### config.mk
export PLATFORM = sky130hd
export DESIGN_NAME = bp_cache_req_arbiter_flat
export DESIGN_NICKNAME = d
export VERILOG_FILES = /design/src/rtl/bp_cache_req_arbiter_if.sv /design/src/rtl/bp_cache_req_arbiter.sv /design/src/flat_wrapper.sv
export SDC_FILE = /design/constraint.sdc
export NUM_CORES = 1
export LEC_CHECK = 0
export CORE_UTILIZATION = 37
export DETAILED_ROUTE_END_ITERATION = 8
export PLACE_DENSITY = 0.9
export SLEW_MARGIN = 20
export SYNTH_ARGS = -nofsm -noshare
export SYNTH_HDL_FRONTEND = slang
export SYNTH_SLANG_ARGS = --single-unit
### constraint.sdc
create_clock -name clk_i -period 2.2 [get_ports clk_i]
set_input_delay 0.66 -clock clk_i [delete_from_list [all_inputs] [get_ports clk_i]]
set_output_delay 0.66 -clock clk_i [all_outputs]
set_load 0.02 [all_outputs]
### src/rtl/bp_cache_req_arbiter_if.sv
// Request bus between the I$/D$ miss paths and the merged LCE-side request port.
// slave is the arbiter side; master is the cache/LCE environment side.
interface bp_cache_req_arbiter_if #(
  parameter int unsigned req_width_p      = 64,
  parameter int unsigned metadata_width_p = 4
);
  logic [req_width_p-1:0]      icache_req_i;
  logic                        icache_req_v_i;
  logic                        icache_req_ready_o;
  logic [metadata_width_p-1:0] icache_req_metadata_i;
  logic                        icache_req_metadata_v_i;
  logic                        icache_req_complete_o;

  logic [req_width_p-1:0]      dcache_req_i;
  logic                        dcache_req_v_i;
  logic                        dcache_req_ready_o;
  logic [metadata_width_p-1:0] dcache_req_metadata_i;
  logic                        dcache_req_metadata_v_i;
  logic                        dcache_req_complete_o;

  logic [req_width_p-1:0]      mem_req_o;
  logic [metadata_width_p-1:0] mem_req_metadata_o;
  logic                        mem_req_src_o;
  logic                        mem_req_v_o;
  logic                        mem_req_yumi_i;
  logic                        mem_req_complete_i;

  modport slave (
    input  icache_req_i, icache_req_v_i, icache_req_metadata_i, icache_req_metadata_v_i,
    output icache_req_ready_o, icache_req_complete_o,
    input  dcache_req_i, dcache_req_v_i, dcache_req_metadata_i, dcache_req_metadata_v_i,
    output dcache_req_ready_o, dcache_req_complete_o,
    output mem_req_o, mem_req_metadata_o, mem_req_src_o, mem_req_v_o,
    input  mem_req_yumi_i, mem_req_complete_i
  );

  modport master (
    output icache_req_i, icache_req_v_i, icache_req_metadata_i, icache_req_metadata_v_i,
    input  icache_req_ready_o, icache_req_complete_o,
    output dcache_req_i, dcache_req_v_i, dcache_req_metadata_i, dcache_req_metadata_v_i,
    input  dcache_req_ready_o, dcache_req_complete_o,
    input  mem_req_o, mem_req_metadata_o, mem_req_src_o, mem_req_v_o,
    output mem_req_yumi_i, mem_req_complete_i
  );
endinterface

### src/rtl/bp_cache_req_arbiter.sv
// Round-robin arbiter merging I$ and D$ miss requests into a single outstanding
// LCE request; metadata may trail the packet and completion is returned to the source.
module bp_cache_req_arbiter #(
  parameter int unsigned req_width_p      = 64,
  parameter int unsigned metadata_width_p = 4
) (
  input  logic                  clk_i,
  input  logic                  reset_i,
  bp_cache_req_arbiter_if.slave bus
);

  typedef enum logic [1:0] {e_ready, e_wait_meta, e_send, e_wait_complete} state_e;

  state_e                      state_r;
  logic                        rr_r;
  logic                        src_r;
  logic [req_width_p-1:0]      req_r;
  logic [metadata_width_p-1:0] meta_r;
  logic                        icomplete_r;
  logic                        dcomplete_r;

  logic                        in_ready;
  logic                        icache_ready;
  logic                        dcache_ready;
  logic                        icache_hs;
  logic                        dcache_hs;
  logic                        grant_meta_v;
  logic [metadata_width_p-1:0] grant_meta;
  logic                        src_meta_v;
  logic [metadata_width_p-1:0] src_meta;

  // A source loses only when the other is also valid and holds priority.
  assign in_ready     = (state_r == e_ready);
  assign icache_ready = in_ready & (~bus.dcache_req_v_i | ~rr_r);
  assign dcache_ready = in_ready & (~bus.icache_req_v_i | rr_r);
  assign icache_hs    = bus.icache_req_v_i & icache_ready;
  assign dcache_hs    = bus.dcache_req_v_i & dcache_ready;

  assign grant_meta_v = dcache_hs ? bus.dcache_req_metadata_v_i : bus.icache_req_metadata_v_i;
  assign grant_meta   = dcache_hs ? bus.dcache_req_metadata_i   : bus.icache_req_metadata_i;
  assign src_meta_v   = src_r     ? bus.dcache_req_metadata_v_i : bus.icache_req_metadata_v_i;
  assign src_meta     = src_r     ? bus.dcache_req_metadata_i   : bus.icache_req_metadata_i;

  always_ff @(posedge clk_i) begin
    if (reset_i) begin
      state_r     <= e_ready;
      rr_r        <= 1'b0;
      src_r       <= 1'b0;
      req_r       <= '0;
      meta_r      <= '0;
      icomplete_r <= 1'b0;
      dcomplete_r <= 1'b0;
    end else begin
      icomplete_r <= 1'b0;
      dcomplete_r <= 1'b0;
      unique case (state_r)
        e_ready: begin
          if (icache_hs | dcache_hs) begin
            req_r <= dcache_hs ? bus.dcache_req_i : bus.icache_req_i;
            src_r <= dcache_hs;
            if (grant_meta_v) begin
              meta_r  <= grant_meta;
              state_r <= e_send;
            end else begin
              state_r <= e_wait_meta;
            end
          end
        end
        e_wait_meta: begin
          if (src_meta_v) begin
            meta_r  <= src_meta;
            state_r <= e_send;
          end
        end
        e_send: begin
          if (bus.mem_req_yumi_i) begin
            rr_r    <= ~src_r;
            state_r <= e_wait_complete;
          end
        end
        e_wait_complete: begin
          if (bus.mem_req_complete_i) begin
            icomplete_r <= ~src_r;
            dcomplete_r <= src_r;
            state_r     <= e_ready;
          end
        end
        default: state_r <= e_ready;
      endcase
    end
  end

  assign bus.icache_req_ready_o    = icache_ready;
  assign bus.dcache_req_ready_o    = dcache_ready;
  assign bus.icache_req_complete_o = icomplete_r;
  assign bus.dcache_req_complete_o = dcomplete_r;
  assign bus.mem_req_v_o           = (state_r == e_send);
  assign bus.mem_req_o             = req_r;
  assign bus.mem_req_metadata_o    = meta_r;
  assign bus.mem_req_src_o         = src_r;

endmodule

### src/flat_wrapper.sv
// flat-port wrapper written by rule: the top's interface ports become plain ports
module bp_cache_req_arbiter_flat 
#(
  parameter int unsigned req_width_p      = 64,
  parameter int unsigned metadata_width_p = 4
)
  (clk_i, reset_i, bus_icache_req_i, bus_icache_req_v_i, bus_icache_req_metadata_i, bus_icache_req_metadata_v_i, bus_icache_req_ready_o, bus_icache_req_complete_o, bus_dcache_req_i, bus_dcache_req_v_i, bus_dcache_req_metadata_i, bus_dcache_req_metadata_v_i, bus_dcache_req_ready_o, bus_dcache_req_complete_o, bus_mem_req_o, bus_mem_req_metadata_o, bus_mem_req_src_o, bus_mem_req_v_o, bus_mem_req_yumi_i, bus_mem_req_complete_i);
  bp_cache_req_arbiter_if #(.req_width_p(req_width_p), .metadata_width_p(metadata_width_p)) bus_i ();
  input  logic clk_i;
  input  logic reset_i;
  input wire logic [$bits(bus_i.icache_req_i)-1:0] bus_icache_req_i;
  input wire logic [$bits(bus_i.icache_req_v_i)-1:0] bus_icache_req_v_i;
  input wire logic [$bits(bus_i.icache_req_metadata_i)-1:0] bus_icache_req_metadata_i;
  input wire logic [$bits(bus_i.icache_req_metadata_v_i)-1:0] bus_icache_req_metadata_v_i;
  output wire logic [$bits(bus_i.icache_req_ready_o)-1:0] bus_icache_req_ready_o;
  output wire logic [$bits(bus_i.icache_req_complete_o)-1:0] bus_icache_req_complete_o;
  input wire logic [$bits(bus_i.dcache_req_i)-1:0] bus_dcache_req_i;
  input wire logic [$bits(bus_i.dcache_req_v_i)-1:0] bus_dcache_req_v_i;
  input wire logic [$bits(bus_i.dcache_req_metadata_i)-1:0] bus_dcache_req_metadata_i;
  input wire logic [$bits(bus_i.dcache_req_metadata_v_i)-1:0] bus_dcache_req_metadata_v_i;
  output wire logic [$bits(bus_i.dcache_req_ready_o)-1:0] bus_dcache_req_ready_o;
  output wire logic [$bits(bus_i.dcache_req_complete_o)-1:0] bus_dcache_req_complete_o;
  output wire logic [$bits(bus_i.mem_req_o)-1:0] bus_mem_req_o;
  output wire logic [$bits(bus_i.mem_req_metadata_o)-1:0] bus_mem_req_metadata_o;
  output wire logic [$bits(bus_i.mem_req_src_o)-1:0] bus_mem_req_src_o;
  output wire logic [$bits(bus_i.mem_req_v_o)-1:0] bus_mem_req_v_o;
  input wire logic [$bits(bus_i.mem_req_yumi_i)-1:0] bus_mem_req_yumi_i;
  input wire logic [$bits(bus_i.mem_req_complete_i)-1:0] bus_mem_req_complete_i;
  assign bus_i.icache_req_i = bus_icache_req_i;
  assign bus_i.icache_req_v_i = bus_icache_req_v_i;
  assign bus_i.icache_req_metadata_i = bus_icache_req_metadata_i;
  assign bus_i.icache_req_metadata_v_i = bus_icache_req_metadata_v_i;
  assign bus_icache_req_ready_o = bus_i.icache_req_ready_o;
  assign bus_icache_req_complete_o = bus_i.icache_req_complete_o;
  assign bus_i.dcache_req_i = bus_dcache_req_i;
  assign bus_i.dcache_req_v_i = bus_dcache_req_v_i;
  assign bus_i.dcache_req_metadata_i = bus_dcache_req_metadata_i;
  assign bus_i.dcache_req_metadata_v_i = bus_dcache_req_metadata_v_i;
  assign bus_dcache_req_ready_o = bus_i.dcache_req_ready_o;
  assign bus_dcache_req_complete_o = bus_i.dcache_req_complete_o;
  assign bus_mem_req_o = bus_i.mem_req_o;
  assign bus_mem_req_metadata_o = bus_i.mem_req_metadata_o;
  assign bus_mem_req_src_o = bus_i.mem_req_src_o;
  assign bus_mem_req_v_o = bus_i.mem_req_v_o;
  assign bus_i.mem_req_yumi_i = bus_mem_req_yumi_i;
  assign bus_i.mem_req_complete_i = bus_mem_req_complete_i;
  bp_cache_req_arbiter #(.req_width_p(req_width_p), .metadata_width_p(metadata_width_p)) u_core (.clk_i(clk_i), .reset_i(reset_i), .bus(bus_i));
endmodule
==> impl_metrics.json <==
{
  "status": "finished, final reports clean",
  "crit_arrival_ns": 1.49,
  "synth_xor_xnor_area_share_pct": 0,
  "wl_per_cell_um": 14.7,
  "start_util_pct": 38.0,
  "ant_nets": 0,
  "grt_max_degree": 55,
  "drive_gt1_share_pct": 7.57,
  "cts_hold_buf": 0,
  "ys_seq_area_share_pct": 42.4,
  "synthTopCellsByArea": "dfxtp_1 42%, mux2i_1 20%, a211oi_1 14%",
  "synth_seq_cells": 74,
  "antenna_cells": 0,
  "cts_buffer_depth": 2,
  "htreeDepth": 3,
  "first_iter_violations": 94,
  "startpoint_type": "input port",
  "post_cts_buffers": 0,
  "power_density_mw_per_mm2": 1190,
  "timing.hold.ws_ns": 0.499,
  "synth_warnings": 0,
  "muxShareOfSynthArea_pct": 19.8,
  "synth_area_sq_mm": 0.00349,
  "relSlewSlack_pct": 75.2,
  "die_h_um": 99.1,
  "final_cell_area_sq_mm": 0.00592,
  "p_leak_nw": 2.19,
  "ioPinCount": 218,
  "min_period_ns": 2.15,
  "finalSetupViolations": 0,
  "cts_made_buffers": 9,
  "syn_nets": 499,
  "drt-vias-per-instance": 5.07,
  "routed_wl_um": 9990,
  "synth_top_family_by_area": "multiplexers",
  "syn_inst": 350,
  "dr_total_vias": 3440,
  "synth_simple_gate_area_share_pct": 11.3,
  "period_share_pct": 97.8,
  "synth_compound_area_share_pct": 18.2,
  "rows": 35,
  "cts.clk_slew.worst_paths_ns": 0.08,
  "drt-pass1-iter-count": 4,
  "synth_ff_type": "dfxtp_1",
  "fp.dieW_um": 99.1,
  "clock_sinks": 74,
  "critPathRequiredTime_ns": 1.54,
  "syn2layout_area_growth_pct": 69.7,
  "synth.avg_cell_area_sq_um": 9.97,
  "cap_violations": 0,
  "gp_congestion": 0.790,
  "antenna_found_initial": 0,
  "netlist.area_leader.share_pct": 42.4,
  "rsz0062_at_grt": "false",
  "grt_pass1_wl_um": 15900,
  "coreArea_sq_mm": 0.00920,
  "track_usage_pct": 20.3,
  "yosys.area.top_type": "dfxtp_1",
  "finalHoldViolations": 0,
  "die_area_sq_mm": 0.00983,
  "synth.distinct_cells": 35,
  "postPlaceCellArea_sq_mm": 0.00577,
  "hold_path_class": "reg2reg",
  "crit_type": "in2out",
  "worst_slew_pin_slew_ns": 0.371,
  "synth_edf_count": 0,
  "fin_worst_skew_ns": 0.00687,
  "cts_tree": "done",
  "route.detailed.drc": 0,
  "io_buffers": 217,
  "clock_latency_ns": 0.33,
  "root_buffer": "clkbuf_8",
  "dp_hpwl_um": 7780,
  "maxSlewViolCount": 0,
  "synthArstFlopShare_pct": 0,
  "nNetsFinal": 713,
  "yosys.area_share.adder_pct": 1.79,
  "timing.fmax_ghz": 0.465,
  "grt_pass1_vias": 3461,
  "globalRouteOverflowTotal": 0,
  "endpoint_kind": "output port",
  "critPathMaxFanout": 2,
  "vdd_drop_max_mv": 0.560
}
-- placed cells by master (no fill, tap or decap), types with 5 or more instances in the layout --
master / n
buf_4: 11
mux2i_1: 69
clkbuf_8: 9
ha_1: 5
clkdlybuf4s50_1: 212
a211oi_2: 5
dfxtp_1: 74
a211oi_1: 64
buf_12: 5
nor2_1: 67
-- logic make-up after synthesis --
logic type               after synthesis
adder cells (fa/ha/maj)                5
buffers and inverters                 33
AND/OR/NAND/NOR                       88
multiplexers                          69
flip-flops                            74
AO/OA/AOI/OAI                         81
-- worst paths after layout --
| kind | startpoint | endpoint | slack [ns] | cells past startpoint |
|---|---|---|---|---|
| max | bus_dcache_req_v_i | bus_icache_req_ready_o | 0.05 | 3 |
| min | u_core.bus.mem_req_o[17]$_SDFFE_PP0P_ | u_core.bus.mem_req_o[17]$_SDFFE_PP0P_ | 0.50 | 2 |
| max reg2reg | u_core.state_r[0]$_SDFFE_PP0P_ | u_core.bus.mem_req_metadata_o[2]$_SDFFE_PP0P_ | 0.26 | 8 |
| min reg2reg | u_core.bus.mem_req_o[17]$_SDFFE_PP0P_ | u_core.bus.mem_req_o[17]$_SDFFE_PP0P_ | 0.50 | 2 |
-- cell type report --
cell class	count	area (sq um)
Timing Repair Buffer	232	2340
Clock inverter	6	35.0
Clock buffer	9	124
Tap cell	111	139
Multi-Input combinational cell	243	1790
Inverter	4	15.0
Sequential cell	74	1480
Fill cell	782	3270
-- Yosys cell counts (all sizes together), types with 2 or more instances --
library cell and count:
a211oi 69, a21oi 3, a311oi 2, and2 2, and3b 4, buf 13
clkbuf 16, dfxtp 74, ha 5, inv 4, mux2i 69, nand2 4
nand2b 3, nor2 68, o21ai 2
-- registers in the layout, indices dropped and copies added (netlist names) --
signal,cells
u_core.bus.dcache_req_complete_o,1
u_core.bus.mem_req_metadata_o,4
u_core.bus.icache_req_complete_o,1
u_core.bus.mem_req_o,64
u_core.rr_r,1
u_core.bus.mem_req_src_o,1
u_core.state_r,2
-- worst max-delay path: stages --
cell	delay, ns
clkdlybuf4s50_1	0.42
a21boi_0	0.20
buf_2	0.20
-- repair_timing --
| action | 4_1_cts | 5_1_grt |
|---|---|---|
| gates resized for setup | 10 | 2 |
| pin swaps | 0 | 0 |
| setup endpoints to repair | 3 | 1 |
-- layer usage --
layer | track usage (%) | vias up | part of all wire [%] | wire, um
met4 | 8.71 | 0 | 2.6 | 258
met2 | 38.8 | 140 | 52 | 5190
li1 | - | 1697 | - | -
met1 | 20.9 | 1581 | 39 | 3880
met3 | 5.13 | 22 | 6.6 | 662
met5 | 0 | - | 0 | 0
-- stage by stage --
stage	total power, mW	utilization [%]	std cells	setup slack (ns)	setup TNS (ns)
floorplan	4.56	-	350	0.318	0
global placement	6.06	62.7	664	-0.342	-5.75
detailed placement	6.20	62.7	664	-0.408	-8.51
CTS	7.09	64.4	679	0.0103	0
global route	7.50	64.4	679	0.00708	0
finish	7.02	64.4	679	0.0476	0
-- power by group --
group / total (mW) / internal (mW) / leakage [nW] / switching, mW
Combinational: 4.04 / 1.93 / 1.50 / 2.12
Clock: 0.889 / 0.395 / 0.0806 / 0.494
Sequential: 2.09 / 1.83 / 0.614 / 0.262
Total: 7.02 / 4.15 / 2.19 / 2.87
(Power assumes the default switching activity.)
